**src/rtl/mrsc_pkg.sv**
```systemverilog
// Shared widths, codeword field offsets and the 4x4 data-matrix type for the MRSC encoder.
// Optional parity field is controlled by the MRSC_PARITY_EN macro.
package mrsc_pkg;

  localparam int DATA_W   = 16;
  localparam int CODE_W   = 32;
  localparam int DATA_LSB = 16;
  localparam int CHK_LSB  = 8;
  localparam int PAR_LSB  = 0;
  localparam int CHK_W    = 8;
  localparam int PAR_W    = 8;

  // Ascending packed ranges make m[0][0] the word MSB, so m[r][c] == word[15-4r-c].
  typedef logic [0:3][0:3] mrsc_matrix_t;

  function automatic mrsc_matrix_t to_matrix(input logic [DATA_W-1:0] word);
    return mrsc_matrix_t'(word);
  endfunction

endpackage

```
**src/rtl/mrsc_check_gen.sv**
```systemverilog
// Combinational MRSC check-bit and row-parity generation for one 16-bit data word.
// Row parity exists only when MRSC_PARITY_EN is defined; otherwise it is tied to zero.
module mrsc_check_gen #(
  parameter int DATA_W = 16
) (
  input  logic [DATA_W-1:0] data_word,
  output logic [7:0]        chk_bits,
  output logic [7:0]        par_bits
);
  import mrsc_pkg::*;

  mrsc_matrix_t m;

  assign m = to_matrix(data_word);

  // Position p (A,B,C,D) sits at (p/2, p%2) inside a quadrant; Q1/Q3 share columns 0-1, Q2/Q4 columns 2-3.
  always_comb begin
    chk_bits = '0;
    for (int p = 0; p < 4; p++) begin
      chk_bits[7-2*p] = m[p/2][p%2]   ^ m[2+p/2][p%2];
      chk_bits[6-2*p] = m[p/2][2+p%2] ^ m[2+p/2][2+p%2];
    end
  end

`ifdef MRSC_PARITY_EN
  always_comb begin
    par_bits = '0;
    for (int r = 0; r < 4; r++) begin
      par_bits[7-2*r] = m[r][0] ^ m[r][1];
      par_bits[6-2*r] = m[r][2] ^ m[r][3];
    end
  end
`else
  assign par_bits = '0;
`endif

endmodule

```
**src/rtl/mrsc_encoder.sv**
```systemverilog
// MRSC encoder top: one-cycle registered codeword {data, check bits, row parity}.
// Define MRSC_PARITY_EN to populate the parity field [7:0]; otherwise it reads as zero.
module mrsc_encoder #(
  parameter int DATA_W = 16,
  parameter int CODE_W = 32
) (
  input  logic              clk,
  input  logic              rst_n,
  input  logic              in_valid,
  input  logic [DATA_W-1:0] in_word,
  output logic              out_valid,
  output logic [CODE_W-1:0] encoded_word
);
  import mrsc_pkg::*;

  logic [7:0]        chk_bits;
  logic [7:0]        par_bits;
  logic [CODE_W-1:0] next_word;

  mrsc_check_gen #(
    .DATA_W (DATA_W)
  ) u_check_gen (
    .data_word (in_word),
    .chk_bits  (chk_bits),
    .par_bits  (par_bits)
  );

  assign next_word[CODE_W-1:DATA_LSB]      = in_word;
  assign next_word[CHK_LSB+CHK_W-1:CHK_LSB] = chk_bits;
  assign next_word[PAR_LSB+PAR_W-1:PAR_LSB] = par_bits;

  // The codeword register only loads on a valid word so idle cycles hold the last result.
  always_ff @(posedge clk or negedge rst_n) begin
    if (!rst_n) begin
      out_valid    <= 1'b0;
      encoded_word <= '0;
    end else begin
      out_valid <= in_valid;
      if (in_valid) begin
        encoded_word <= next_word;
      end
    end
  end

endmodule

```
**config.mk**
```make
export PLATFORM = sky130hd
export DESIGN_NAME = mrsc_encoder
export DESIGN_NICKNAME = d
export VERILOG_FILES = /design/src/rtl/mrsc_pkg.sv /design/src/rtl/mrsc_check_gen.sv /design/src/rtl/mrsc_encoder.sv
export SDC_FILE = /design/constraint.sdc
export NUM_CORES = 1
export LEC_CHECK = 0
export BUFFER_PORTS_ARGS = -buffer_cell sky130_fd_sc_hd__buf_2
export CAP_MARGIN = 30
export CORE_MARGIN = 10
export CORE_UTILIZATION = 45
export CTS_BUF_LIST = sky130_fd_sc_hd__clkbuf_16
export DETAILED_ROUTE_END_ITERATION = 6
export PLACE_DENSITY = 0.78
export SLEW_MARGIN = 20
export SYNTH_ARGS = -nofsm -noshare
export SYNTH_HDL_FRONTEND = slang
export SYNTH_SLANG_ARGS = --single-unit
export TNS_END_PERCENT = 30
```
**constraint.sdc**
```tcl
create_clock -name clk -period 0.8 [get_ports clk]
set_input_delay 0.04 -clock clk [delete_from_list [all_inputs] [get_ports clk]]
set_output_delay 0.04 -clock clk [all_outputs]
set_load 0.005 [all_outputs]
```
# Yosys cells after proc, flatten, opt, wreduce, memory -nomap -nowiden
# Index checks and enable logic that the tools add are counted.
# word_totals
ff_bits,25
input_bits,19
out_inout_bits,33
wordCells,10
# classes
n_bitwise,8
# ops
cell,n
1-bit XOR,8

# Depth between registers and ports, before layout
# Gate-level depths: netlist (run 1).
# logic_depth
ltp_word,1
ltp_mapped,4
mapped_depth_nobuf,2

# Hierarchy
# From an unflattened synthesis (run 1), not the netlist that was laid out.
# unflattened
cells_unflattened,86
hier_area_um2,1503.9
# modules_own_cells
module,n_inst,cells_per_inst,area_each_um2,seq_area_each_um2
mrsc_encoder,1,69,1370.1,825.8
mrsc_check_gen,1,17,133.9,0.0

# Least setup slack after synthesis (run 1)
# No wires, ideal clock.
# synth_path
kind,flip-flop to flip-flop
start,"register, netlist name encoded_word[19]"
end,register encoded_word[19]
setup_time_ns,0.125
arrival_ns,0.623
t_required_ns,0.675
slack_ns,0.052
path_stages_with_launch,2
path_buffers,0
synth_period_minus_slack_ns,0.748
path_cell_list,dfrtp_1 -> mux2_4
# synth_rtl
item,line_no,source
to (signal assigned),mrsc_encoder.sv:40,encoded_word <= next_word;
to (decl),mrsc_encoder.sv:12,output logic [CODE_W-1:0] encoded_word

# Final worst setup path (run 1)
# layout_path
start,register encoded_word[30]
end,output encoded_word[30]
# No word-level cell between the ends.

==> results of run 1 <==
[routing by layer]
| metal | global-route usage, % | share of wire (%) | wire length, microns |
|---|---|---|---|
| met2 | 17.3 | 50 | 1240 |
| met4 | 3.91 | 1.2 | 30 |
| met1 | 10.0 | 38 | 948 |
| met3 | 6.13 | 10 | 251 |
| met5 | 0 | 0 | 0 |
[flip-flops by register name, indices dropped and copies added, names as in the netlist]
name,flops
encoded_word,24
out_valid,1
[cell usage in the layout, fill, tap and decap left out]
cell,Yosys,layout
buf_2,0,43
a21oi_1,8,8
clkinvlp_4,0,1
dfrtp_1,25,25
xnor2_1,8,8
mux2_2,2,2
clkbuf_16,0,3
mux2_4,14,14
conb_1,1,8
buf_12,1,2
dlygate4sd3_1,0,1
nor2_1,8,8
[cell families (layout without fill, tap and decap cells)]
family                 Yosys count  in the layout  synth area share (%)
flip-flops                      25             25                  56.2
multiplexers                    16             16                  20.9
buffers and inverters           12             50                  9.90
AO/OA/AOI/OAI                    8              8                  3.60
XOR/XNOR                         8              8                  6.30
AND/OR/NAND/NOR                  8              8                  2.70
other                            1              8                 0.337
[final timing paths]
path	to	startpoint
min	encoded_word[31]$_DFFE_PN0P_	in_word[15]
max reg2reg	encoded_word[30]$_DFFE_PN0P_	encoded_word[30]$_DFFE_PN0P_
max	encoded_word[30]	encoded_word[30]$_DFFE_PN0P_
max in group asynchronous	encoded_word[15]$_DFFE_PN0P_	rst_n
min in group asynchronous	encoded_word[25]$_DFFE_PN0P_	rst_n
min reg2reg	encoded_word[24]$_DFFE_PN0P_	encoded_word[24]$_DFFE_PN0P_
[final cells by class]
| cell class | count | area (sq um) | share of cell area [%] |
|---|---|---|---|
| multi-input cells | 48 | 403 | 28.5 |
| clock inverters | 1 | 7.51 | 0.532 |
| repair buffers | 46 | 265 | 18.8 |
| clock buffers | 3 | 75.1 | 5.32 |
| flip-flops and latches | 25 | 626 | 44.3 |
| well taps | 28 | 35.0 | 2.48 |
[repair_timing]
| item | in CTS | in global routing |
|---|---|---|
| cloned | 0 | 0 |
| endpoints found under the setup margin | 24 | 27 |
| hold buffers | 1 | 0 |
| endpoints found under the hold margin | 25 | 0 |
[power by group through the flow]
| stage | registers, mW | logic, mW | clock network [mW] |
|---|---|---|---|
| 2_1_floorplan | 1.50 | 0.284 | 0 |
| 3_3_place_gp | 1.49 | 0.514 | 0 |
| 3_5_place_dp | 1.49 | 0.532 | 0 |
| 4_1_cts | 1.48 | 0.538 | 1.16 |
| 5_1_grt | 1.49 | 0.578 | 1.22 |
| 6_report | 1.47 | 0.522 | 1.12 |
==> flow_summary.ini, run 1 <==
[critical_path]
worstPathArrival_ns = 0.80
start_kind = flop
critPathTopFamily = flip-flops
worst_r2r_path_depth = 1
cp.required_ns = 0.76
slowest_stage = dfrtp_1
end_kind = output pin
max_stage_delay_ns = 0.40
crit_type = reg2out
cp.depth = 1
crit_path_cell_trace = buf_2
path_max_fanout = 2
crit_buf_inv = 1
rrSetupSlack_ns = 0.02

[global_route]
grt_pass1_wl_microns = 4000
grt_usage_pct = 10.3
grt_max_degree = 26
antenna_found_initial = 0
grt-ovfl-total = 0
grt_pass1_vias = 836

[power]
p_leak_nw = 0.707
switching_share_pct = 23.8
power_density_nw_per_um2 = 2210
p_comb_share_pct = 16.7
internal_power_mw = 2.38
power_mw = 3.12
p_clk_share_pct = 36.0
seq_power_share_pct = 47.3
p_sw_mw = 0.742
ir_worst_vdd_mv = 1.77

[drt]
drt-pass1-iter-count = 4
vias = 700
avgRoutedWirePerCell_microns = 16.3
vias_per_cell = 4.64
drc = 0
ant_nets = 0
totalWireLength_microns = 2470
drtIter0Drc = 44

[placed_design]
dp_cells = 146
dpl.hpwl_microns = 1910
port_buffers = 43
dp_slack_ns = -0.0101
placed_area_sq_um = 1320
gp_congestion = 0.689

[timing]
final-setup-viol-count = 22
fin_tns_setup_ns = -0.330
rsz0062_at_grt = yes
relSlewSlack_pct = 62.5
fin_worst_skew_ns = 0
post-route-min-period_ns = 0.835
report.final.slew_viol_count = 0
max_freq_ghz = 1.20
worst_slack_ns = -0.0355
holdWs_ns = 0.0333
fin_crit_sh_pct = 104
hold_viol = 0
tightest_slew_ns = 0.562

[cells_and_area]
final_cells = 151
fin_area_sq_um = 1410
drive_above_1_share_pct = 52.8
diodes = 0
nNetsFinal = 143
finish.utilization_pct = 62.0
n_fill_cell = 187
syn_to_final_growth_pct = 26.9

[min_path]
hold_depth = 2
worst_hold_path_type = in2reg

[clocking]
cts-htree-levels = 1
cts_tree = done
postCtsSetupRepairBufs = 0
insertion_delay_ns = 0.26
clk_pin_slew_ns = 0.07
numCtsBuffers = 3
clockBufferDepth = 2
cts.repair.resized = 0
cts.sinks = 25
ctsRootBufferMaster = clkbuf_16

[die]
initial_core_util_pct = 48.9
dieArea_sq_um = 4860
die_w_microns = 69.7
die_h_microns = 69.7
fp-row-count = 17
core_area_sq_um = 2280
io_pins = 52

[synthesis]
syn_area_sq_um = 1110
syn_inst = 78
yosysMostFrequentCell = dfrtp_1
synthArstFlopShare_pct = 100
postSynthAreaPerCell_sq_um = 14.3
synthFlopType = dfrtp_1
synth_top_area_share_pct = 56.2
synth_edf_count = 0
ys_seq_area_share_pct = 56.2
ys_ff_latch = 25
synthTopCellsByArea = dfrtp_1 56%, mux2_4 19%, xnor2_1 6.3%
synth_cell_types = 10
synth_common_cells = 25 x dfrtp_1, 14 x mux2_4, 9 x buf_4
yosysWarnings = 0
yosysTopAreaCell = dfrtp_1

[run_status]
status = finished, violations left
violations = negative setup slack

[flow_run]
cap_violations = 0
Note: power is estimated with default switching activity, not from simulation.
==> run 2: changes to the inputs <==
Settings changed: BUFFER_PORTS_ARGS -buffer_cell sky130_fd_sc_hd__buf_2 to default, CTS_CLUSTER_DIAMETER from default to 80, DONT_BUFFER_PORTS from default to 1, PLACE_DENSITY 0.78 to 0.6.
==> flow_summary.ini, run 2 (synthesis results as in run 1) <==
[cells_and_area]
most-common-layout-cells = 25 x dfrtp_1, 17 x dlygate4sd3_1, 16 x buf_6
diodes = 0
largest_reg_flops = 24
reg_top3 = encoded_word x24, out_valid x1
multi_input_comb_area_sq_um = 403
drive_above_1_share_pct = 32.4
regArea_sq_um = 626
n_fill_cell = 167
syn_to_final_growth_pct = 36.0
final_cells = 139
regMostFlops = encoded_word
nNetsFinal = 131
mostFrequentLayoutCell = dfrtp_1
finish.utilization_pct = 66.5

[drt]
vias_per_cell = 4.69
ant_nets = 0
totalWireLength_microns = 2310
vias = 652
drc = 0
drtIter0Drc = 29
drt-pass1-iter-count = 3
avgRoutedWirePerCell_microns = 16.6

[run_status]
violations = negative hold slack, negative setup slack
status = finished, violations left

[critical_path]
start_kind = flop
critPathTopFamily = flip-flops
max_stage_delay_ns = 0.40
crit_type = reg2out
worstPathArrival_ns = 0.78
end_kind = output pin
path_max_fanout = 2
slowest_stage = dfrtp_1
crit_path_cell_trace = buf_6
crit_buf_inv = 1
cp.required_ns = 0.76

[clocking]
cts-hold-fix-buffers = 18
ctsRootBufferMaster = clkbuf_16
numCtsBuffers = 3
insertion_delay_ns = 0.25
clockBufferDepth = 2
postCtsSetupRepairBufs = 0
clk_pin_slew_ns = 0.06
cts.sinks = 25
cts-htree-levels = 1
cts_tree = done

[placed_design]
dp_slack_ns = 0.0435
dp_cells = 117
gp_congestion = 0.664
dpl.hpwl_microns = 1580
port_buffers = 0

[power]
seq_power_share_pct = 48.8
p_sw_mw = 0.651
ir_worst_vdd_mv = 1.30
p_clk_share_pct = 34.1
power_density_nw_per_um2 = 2040
switching_share_pct = 21.1
p_comb_share_pct = 17.2
p_leak_nw = 0.699
internal_power_mw = 2.43

[global_route]
antenna_found_initial = 0
grt_usage_pct = 9.50
grt_pass1_wl_microns = 3910
grt_pass1_vias = 776
grt_max_degree = 34
grt-ovfl-total = 0

[timing]
rsz0062_at_grt = yes
worst_slack_ns = -0.0157
post-route-min-period_ns = 0.816
report.final.slew_viol_count = 0
fin_crit_sh_pct = 102
max_freq_ghz = 1.23
holdWs_ns = -0.183
hold_viol = 25
final-setup-viol-count = 11
fin_worst_skew_ns = 0

[die]
dieArea_sq_um = 4860
core_area_sq_um = 2280
initial_core_util_pct = 48.9
io_pins = 52
die_h_microns = 69.7
fp-row-count = 17
die_w_microns = 69.7

[flow_run]
cap_violations = 0

[min_path]
worst_hold_path_type = in2reg
## run 2: changes by cell type in the layout (fill, tap and decap cells not counted)
cell           change
buf_6             +16
clkinvlp_4         -1
buf_12             -1
inv_1              +1
dlygate4sd3_1     +16
buf_2             -43
## run 2: power groups by stage
stage | sequential (mW) | combinational [mW] | clock, mW
2_1_floorplan | 1.50 | 0.284 | 0
3_3_place_gp | 1.51 | 0.360 | 0
3_5_place_dp | 1.51 | 0.365 | 0
4_1_cts | 1.51 | 0.536 | 1.09
5_1_grt | 1.52 | 0.575 | 1.13
6_report | 1.50 | 0.529 | 1.05
## run 2: cell type report
cell class,count,area share [%]
clock buffer,3,4.96
clock inverter,1,0.248
multi-input combinational,48,26.6
sequential,25,41.4
tap,28,2.32
timing repair buffer,34,24.5
## run 2: repair_timing
item	CTS	global route
gates resized for setup	16	0
hold endpoints to repair	50	25
endpoints found under the setup margin	16	17
## run 2: final timing paths
kind                                               from                            to  slack, ns  cells past startpoint
max in group asynchronous                         rst_n  encoded_word[10]$_DFFE_PN0P_       0.43                      2
setup reg to reg           encoded_word[26]$_DFFE_PN0P_  encoded_word[26]$_DFFE_PN0P_       0.01                      1
setup / recovery           encoded_word[26]$_DFFE_PN0P_              encoded_word[26]      -0.02                      1
hold reg to reg            encoded_word[23]$_DFFE_PN0P_  encoded_word[23]$_DFFE_PN0P_       0.53                      1
min in group asynchronous                         rst_n  encoded_word[20]$_DFFE_PN0P_       0.23                      2
hold / removal                                 in_valid           out_valid$_DFF_PN0_      -0.18                      0
## run 2: routing by layer
layer / GRT usage, % / vias to the layer above / wire length [microns]
li1: - / 305 / -
met1: 9.92 / 315 / 919
met2: 15.6 / 30 / 1110
met3: 5.42 / 2 / 267
met4: 3.26 / 0 / 16
met5: 0 / - / 0
## run 2: per-stage QoR
step                      setup TNS, ns  cell area [sq um]  power, mW
after global placement                0               1180       1.87
after global routing             -0.434               1510       3.23
after floorplan                       0               1140       1.78
after detailed placement              0               1180       1.88
final                           -0.0576               1510       3.08
after CTS                        -0.146               1510       3.14
